[src/rtl/hub75_capture_pkg.sv]
// hub75_capture_pkg: shared HUB75 capture constants, pixel packing and drain states
package hub75_capture_pkg;
   localparam int COLUMNS = 64;
   localparam int COL_WIDTH = 6;
   localparam int SYNC_STAGES = 2;
   localparam int OE_CNT_WIDTH = 16;
   localparam int PIX_W = 6;
   typedef enum logic {IDLE = 1'b0, DRAIN = 1'b1} state_t;
   function automatic logic [PIX_W-1:0] pack_pixel(input logic [2:0] rgb1, input logic [2:0] rgb2);
      return {rgb2, rgb1};
   endfunction
endpackage

[src/rtl/hub75_input_sync.sv]
// hub75_input_sync: equal-depth synchronizer for the HUB75 pin bus plus rising-edge strobes on the low bits
module hub75_input_sync import hub75_capture_pkg::*; #(
   parameter int W = 13,
   parameter int STAGES = SYNC_STAGES,
   parameter int EDGE_BITS = 2
) (
   input  logic                    clk_in,
   input  logic                    reset,
   input  logic [W-1:0]            d,
   output logic [W-EDGE_BITS-1:0]  data,
   output logic [EDGE_BITS-1:0]    rise
);
   logic [W-1:0] chain [STAGES];
   logic [EDGE_BITS-1:0] prev;
   always_ff @(posedge clk_in) begin
      if (!reset) begin
         for (int i = 0; i < STAGES; i++) chain[i] <= '0;
         prev <= '0;
      end else begin
         chain[0] <= d;
         for (int i = 1; i < STAGES; i++) chain[i] <= chain[i-1];
         prev <= chain[STAGES-1][EDGE_BITS-1:0];
      end
   end
   assign data = chain[STAGES-1][W-1:EDGE_BITS];
   assign rise = chain[STAGES-1][EDGE_BITS-1:0] & ~prev;
endmodule

[src/rtl/hub75_capture.sv]
// hub75_capture: rebuilds latched HUB75 rows into per-column pixel beats and measures #OE on-time
module hub75_capture #(
   parameter int COLUMNS = hub75_capture_pkg::COLUMNS,
   parameter int COL_WIDTH = hub75_capture_pkg::COL_WIDTH,
   parameter int SYNC_STAGES = hub75_capture_pkg::SYNC_STAGES,
   parameter int OE_CNT_WIDTH = hub75_capture_pkg::OE_CNT_WIDTH
) (
   input  logic                    clk_in,
   input  logic                    reset,
   input  logic                    hub_clk_pixel,
   input  logic                    hub_row_latch,
   input  logic                    hub_oe_n,
   input  logic [3:0]              hub_row_addr,
   input  logic [2:0]              hub_rgb1,
   input  logic [2:0]              hub_rgb2,
   input  logic                    status_clear,
   output logic                    out_valid,
   input  logic                    out_ready,
   output logic [3:0]              out_row,
   output logic [COL_WIDTH-1:0]    out_column,
   output logic [2:0]              out_rgb1,
   output logic [2:0]              out_rgb2,
   output logic                    out_last,
   output logic [OE_CNT_WIDTH-1:0] oe_on_cycles,
   output logic [7:0]              rows_captured,
   output logic                    overflow,
   output logic                    short_row,
   output logic                    long_row
);
   import hub75_capture_pkg::PIX_W;
   import hub75_capture_pkg::pack_pixel;
   import hub75_capture_pkg::state_t;
   import hub75_capture_pkg::IDLE;
   import hub75_capture_pkg::DRAIN;
   localparam int CW = $clog2(COLUMNS + 2);
   localparam int SW = COLUMNS * PIX_W;
   logic [10:0] sdata;
   logic [1:0] rise;
   logic pix_stb, lat_stb, oe_n_s, hs, acc, drop;
   logic [3:0] addr_s;
   logic [PIX_W-1:0] pix, cur;
   logic [SW-1:0] sreg, sreg_nxt, hold;
   logic [CW-1:0] shift_cnt, shift_cnt_nxt;
   logic [OE_CNT_WIDTH-1:0] oe_cnt;
   logic [COL_WIDTH-1:0] col;
   state_t state, state_nxt;

   hub75_input_sync #(.W(13), .STAGES(SYNC_STAGES), .EDGE_BITS(2)) u_sync (
      .clk_in (clk_in),
      .reset  (reset),
      .d      ({hub_rgb2, hub_rgb1, hub_row_addr, hub_oe_n, hub_row_latch, hub_clk_pixel}),
      .data   (sdata),
      .rise   (rise)
   );

   // The shift lands before any same-cycle latch copy, so the newest pixel is always included
   always_comb begin
      pix_stb = rise[0];
      lat_stb = rise[1];
      oe_n_s = sdata[0];
      addr_s = sdata[4:1];
      pix = pack_pixel(sdata[7:5], sdata[10:8]);
      sreg_nxt = pix_stb ? {pix, sreg[SW-1:PIX_W]} : sreg;
      shift_cnt_nxt = (pix_stb && shift_cnt != CW'(COLUMNS + 1)) ? shift_cnt + 1'b1 : shift_cnt;
      hs = out_valid && out_ready;
      acc = lat_stb && (state == IDLE || (hs && out_last));
      drop = lat_stb && !acc;
   end

   always_ff @(posedge clk_in) state <= !reset ? IDLE : state_nxt;

   always_comb state_nxt = (state == IDLE) ? (acc ? DRAIN : IDLE) : ((hs && out_last && !acc) ? IDLE : DRAIN);

   always_comb begin
      cur = hold[col*PIX_W +: PIX_W];
      out_valid = state == DRAIN;
      out_last = out_valid && col == COL_WIDTH'(COLUMNS - 1);
      out_column = col;
      out_rgb1 = cur[2:0];
      out_rgb2 = cur[5:3];
   end

   always_ff @(posedge clk_in) begin
      if (!reset) begin
         sreg <= '0;
         hold <= '0;
         shift_cnt <= '0;
         oe_cnt <= '0;
         col <= '0;
         out_row <= '0;
         oe_on_cycles <= '0;
         rows_captured <= '0;
         overflow <= 1'b0;
         short_row <= 1'b0;
         long_row <= 1'b0;
      end else begin
         sreg <= sreg_nxt;
         shift_cnt <= lat_stb ? '0 : shift_cnt_nxt;
         oe_cnt <= lat_stb ? '0 : (!oe_n_s && oe_cnt != '1) ? oe_cnt + 1'b1 : oe_cnt;
         col <= (acc || (hs && out_last)) ? '0 : hs ? col + 1'b1 : col;
         if (acc) begin
            hold <= sreg_nxt;
            out_row <= addr_s;
            oe_on_cycles <= oe_cnt;
            rows_captured <= rows_captured + 1'b1;
         end
         overflow <= drop || (overflow && !status_clear);
         short_row <= (acc && shift_cnt_nxt < CW'(COLUMNS)) || (short_row && !status_clear);
         long_row <= (acc && shift_cnt_nxt > CW'(COLUMNS)) || (long_row && !status_clear);
      end
   end
endmodule

[config.mk]
export PLATFORM = sky130hd
export DESIGN_NAME = hub75_capture
export DESIGN_NICKNAME = d
export VERILOG_FILES = /design/src/rtl/hub75_capture_pkg.sv /design/src/rtl/hub75_input_sync.sv /design/src/rtl/hub75_capture.sv
export SDC_FILE = /design/constraint.sdc
export NUM_CORES = 2
export LEC_CHECK = 0
export BUFFER_PORTS_ARGS = -buffer_cell sky130_fd_sc_hd__buf_2
export CAP_MARGIN = 20
export CORE_ASPECT_RATIO = 0.5
export CORE_UTILIZATION = 30
export DETAILED_ROUTE_END_ITERATION = 8
export GPL_ROUTABILITY_DRIVEN = 0
export PLACE_DENSITY_LB_ADDON = 0.3
export SETUP_SLACK_MARGIN = 0.3
export SLEW_MARGIN = 20
export SYNTH_ARGS = -nofsm -noshare
export SYNTH_HDL_FRONTEND = slang
export SYNTH_SLANG_ARGS = --single-unit
[constraint.sdc]
create_clock -name clk_in -period 5.41 [get_ports clk_in]
set_input_delay 0.541 -clock clk_in [delete_from_list [all_inputs] [get_ports clk_in]]
set_output_delay 0.541 -clock clk_in [all_outputs]
set_load 0.05 [all_outputs]
==> out/results.ini <==
[placed_design]
place_hpwl_um=43800
post-place-cells=4445
place_ws_ps=1490
port_buffers=61

[power]
leakage_nw=14.0
peakVddDrop_mv=0.206
seqPwrFrac_pct=49.7
clkPwrFrac_pct=45.8
switchingPower_mw=2.95
swShare_pct=22.3
internal_power_mw=10.3
combPwrFrac_pct=4.5
power.density_mw_per_mm2=373

[layout]
drive_gt1_share_pct=10.5
register_area_sq_mm=0.0172
final_nets=3149
fillers=10483
multi_input_area_sq_mm=0.0128
diodes=0
synthToLayoutAreaGrowth_pct=12.6
instances_no_fill=4596

[floorplanning]
num_rows=83
die_h_um=231
die_area_sq_mm=0.106
die_w_um=460
io_pins=62
initial_core_util_pct=30.4
core_area_sq_mm=0.103

[global_route]
grt_pass1_vias=22387
grt_overflow=0
antenna_found_initial=0
gr-usage-all-layers_pct=14.0
grt_pass1_wl_um=122000
grt_max_degree=183

[route]
dr.pass1.iters=5
vias_per_cell=4.99
routedWlPerCell_um=16.3
drtIter0Drc=1691
post-route-drc-count=0
detail-route-antenna-nets=0
vias=22945
routed_wl_um=75000

[logic_synthesis]
synth_top_area_share_pct=54.6
synth-async-reset-ratio_pct=0
synth_edf_count=0
synth_top_area_cell=dfxtp_1
synthFlopType=dfxtp_1
synth_area_leaders=dfxtp_1 55%, o22a_1 11%, nand2_1 10%, a21oi_1 6.9%, mux4_2 5.2%
yosys_warnings=0
synth_area_sq_mm=0.0314
yosys_register_bits=857
synth-seq-area-share_pct=54.6
syn_inst=3209
avgSynthCellArea_sq_um=9.79
yosysUniqueCellTypes=65
postSynthNetCount=3231

[critical_path]
crit_fanout=31
startpoint_type=register
crit_arrival_ps=3970
worstSetupPathType=register to output port
crit_path_end_kind=output port
critPathRequiredTime_ps=4870

[timing]
clock_skew_ps=33.5
finalSetupViolations=0
drv_slew=0
fmax_mhz=222
fin_ws_ps=896
hold_viol_final=0
tns_ps=0
post-route-period-util_pct=83.4
rsz0062_at_grt=false
layout_min_cycle_time_ps=4510
slew_headroom_pct=35.7
tightest_slew_ps=965

[job]
maxCapViolCount=0

[clock_tree]
cts_max_level=3
cts_tree=built
cts.clk_slew.worst_paths_ps=60
cts-root-buf=clkbuf_16
clk_latency_ps=650
cts_buffers=82
clock-sinks=857
holdBufCountCts=0
clockBufferDepth=3
post_cts_buffers=0
cts_resized=0

[hold_path]
min_path_type=input port to register

[run_status]
status=finished, final reports clean

## final timing paths
path	slack, ps	to	cells past startpoint	from
worst max-delay path	900	out_rgb2[1]	7	out_column[0]
worst min-delay path	110	u_sync.chain[0][1]	2	hub_row_latch
worst min register to register	430	u_sync.chain[0][19]	1	u_sync.chain[0][6]
worst max register to register	1850	hold[14]	8	out_column[1]
## logic make-up after synthesis
family | count (synthesis) | synth area share (%)
fa+ha+maj | 5 | 0.199
mux | 127 | 6.98
xor+xnor | 26 | 0.725
buf+inv | 275 | 4.73
flops | 857 | 54.6
compound gates | 899 | 19.6
simple gates | 1020 | 13.1
## power groups by stage
stage / logic [mW] / clock network (mW) / registers (mW)
2_1_floorplan: 0.472 / 0 / 6.68
3_3_place_gp: 0.594 / 0 / 6.71
3_5_place_dp: 0.602 / 0 / 6.71
4_1_cts: 0.604 / 6.19 / 6.57
5_1_grt: 0.646 / 6.47 / 6.58
6_report: 0.595 / 6.05 / 6.57
## Yosys cell counts, types with 4 or more instances
| cell | instances |
|---|---|
| a22o_1 | 4 |
| nor3_1 | 4 |
| nor2_1 | 43 |
| mux4_2 | 73 |
| nand2b_1 | 7 |
| xnor2_1 | 21 |
| clkbuf_1 | 145 |
| o22a_1 | 384 |
| a22oi_1 | 6 |
| a211oi_1 | 15 |
| buf_4 | 18 |
| dfxtp_1 | 857 |
| o21ai_0 | 15 |
| buf_1 | 11 |
| ha_1 | 5 |
| mux2_2 | 7 |
| mux2i_1 | 47 |
| o221ai_1 | 5 |
| nand2_1 | 860 |
| or3_1 | 4 |
| buf_6 | 35 |
| a2bb2oi_1 | 5 |
| a221oi_1 | 5 |
| xor2_1 | 5 |
| nand3_1 | 15 |
| a21oi_1 | 434 |
| nor2b_1 | 13 |
| nand4_1 | 14 |
| buf_2 | 51 |
| and2_1 | 39 |
| inv_1 | 9 |
## critical path: stages (launching register included)
cell	delay, ps
dfxtp_4	760
buf_4	510
nor2b_1	200
a221oi_1	330
nand2_1	110
o2111ai_1	220
nor4b_1	770
buf_2	400
## per-layer routing
layer	track usage [%]	routed length, um	part of all wire [%]	up-vias
met5	0	0	0	-
met4	3.65	1690	2.3	0
met3	2.39	2740	3.7	118
met2	21.9	33400	45	371
met1	19.7	37100	50	11325
li1	-	-	-	11131
## registers in the layout, summed over array words and instances (netlist names), 6 cells and up
name	cells
hold	384
sreg	384
u_sync.chain	26
oe_cnt	16
oe_on_cycles	16
rows_captured	8
shift_cnt	7
out_column	6
## cells in the final DEF, fill, tap and decap left out, types with 5 or more instances in the layout
| master | count |
|---|---|
| a211oi_1 | 15 |
| a21oi_1 | 434 |
| a221oi_1 | 5 |
| a22oi_1 | 6 |
| a2bb2oi_1 | 5 |
| and2_1 | 38 |
| buf_12 | 13 |
| buf_2 | 61 |
| buf_4 | 24 |
| bufinv_16 | 9 |
| clkbuf_1 | 13 |
| clkbuf_16 | 85 |
| clkbuf_8 | 18 |
| clkinv_2 | 20 |
| dfxtp_1 | 853 |
| ha_1 | 5 |
| inv_1 | 9 |
| mux2_2 | 7 |
| mux2i_1 | 47 |
| mux4_2 | 73 |
| nand2_1 | 860 |
| nand2b_1 | 6 |
| nand3_1 | 15 |
| nand4_1 | 14 |
| nor2_1 | 43 |
| nor2b_1 | 12 |
| o21ai_0 | 15 |
| o221ai_1 | 5 |
| o22a_1 | 384 |
| xnor2_1 | 21 |
| xor2_1 | 5 |
## metrics by stage
stage	instance area (sq um)	utilization, %	hold WS (ps)	power, mW
5_1_grt	35400	34.3	96.6	13.7
6_report	35400	34.3	114	13.2
3_5_place_dp	32500	31.5	421	7.31
3_3_place_gp	32500	31.5	414	7.30
2_1_floorplan	31400	-	412	7.15
4_1_cts	35400	34.3	80.1	13.4
## area by class of cell
cell class / instances / area share (%)
Clock buffer: 116 / 6.85
Clock inverter: 35 / 1.27
Inverter: 11 / 0.138
Multi-Input combinational cell: 2077 / 36.2
Sequential cell: 857 / 48.5
Tap cell: 1402 / 4.96
Timing Repair Buffer: 98 / 2.11
No activity file was read; power rests on OpenSTA's default activity.
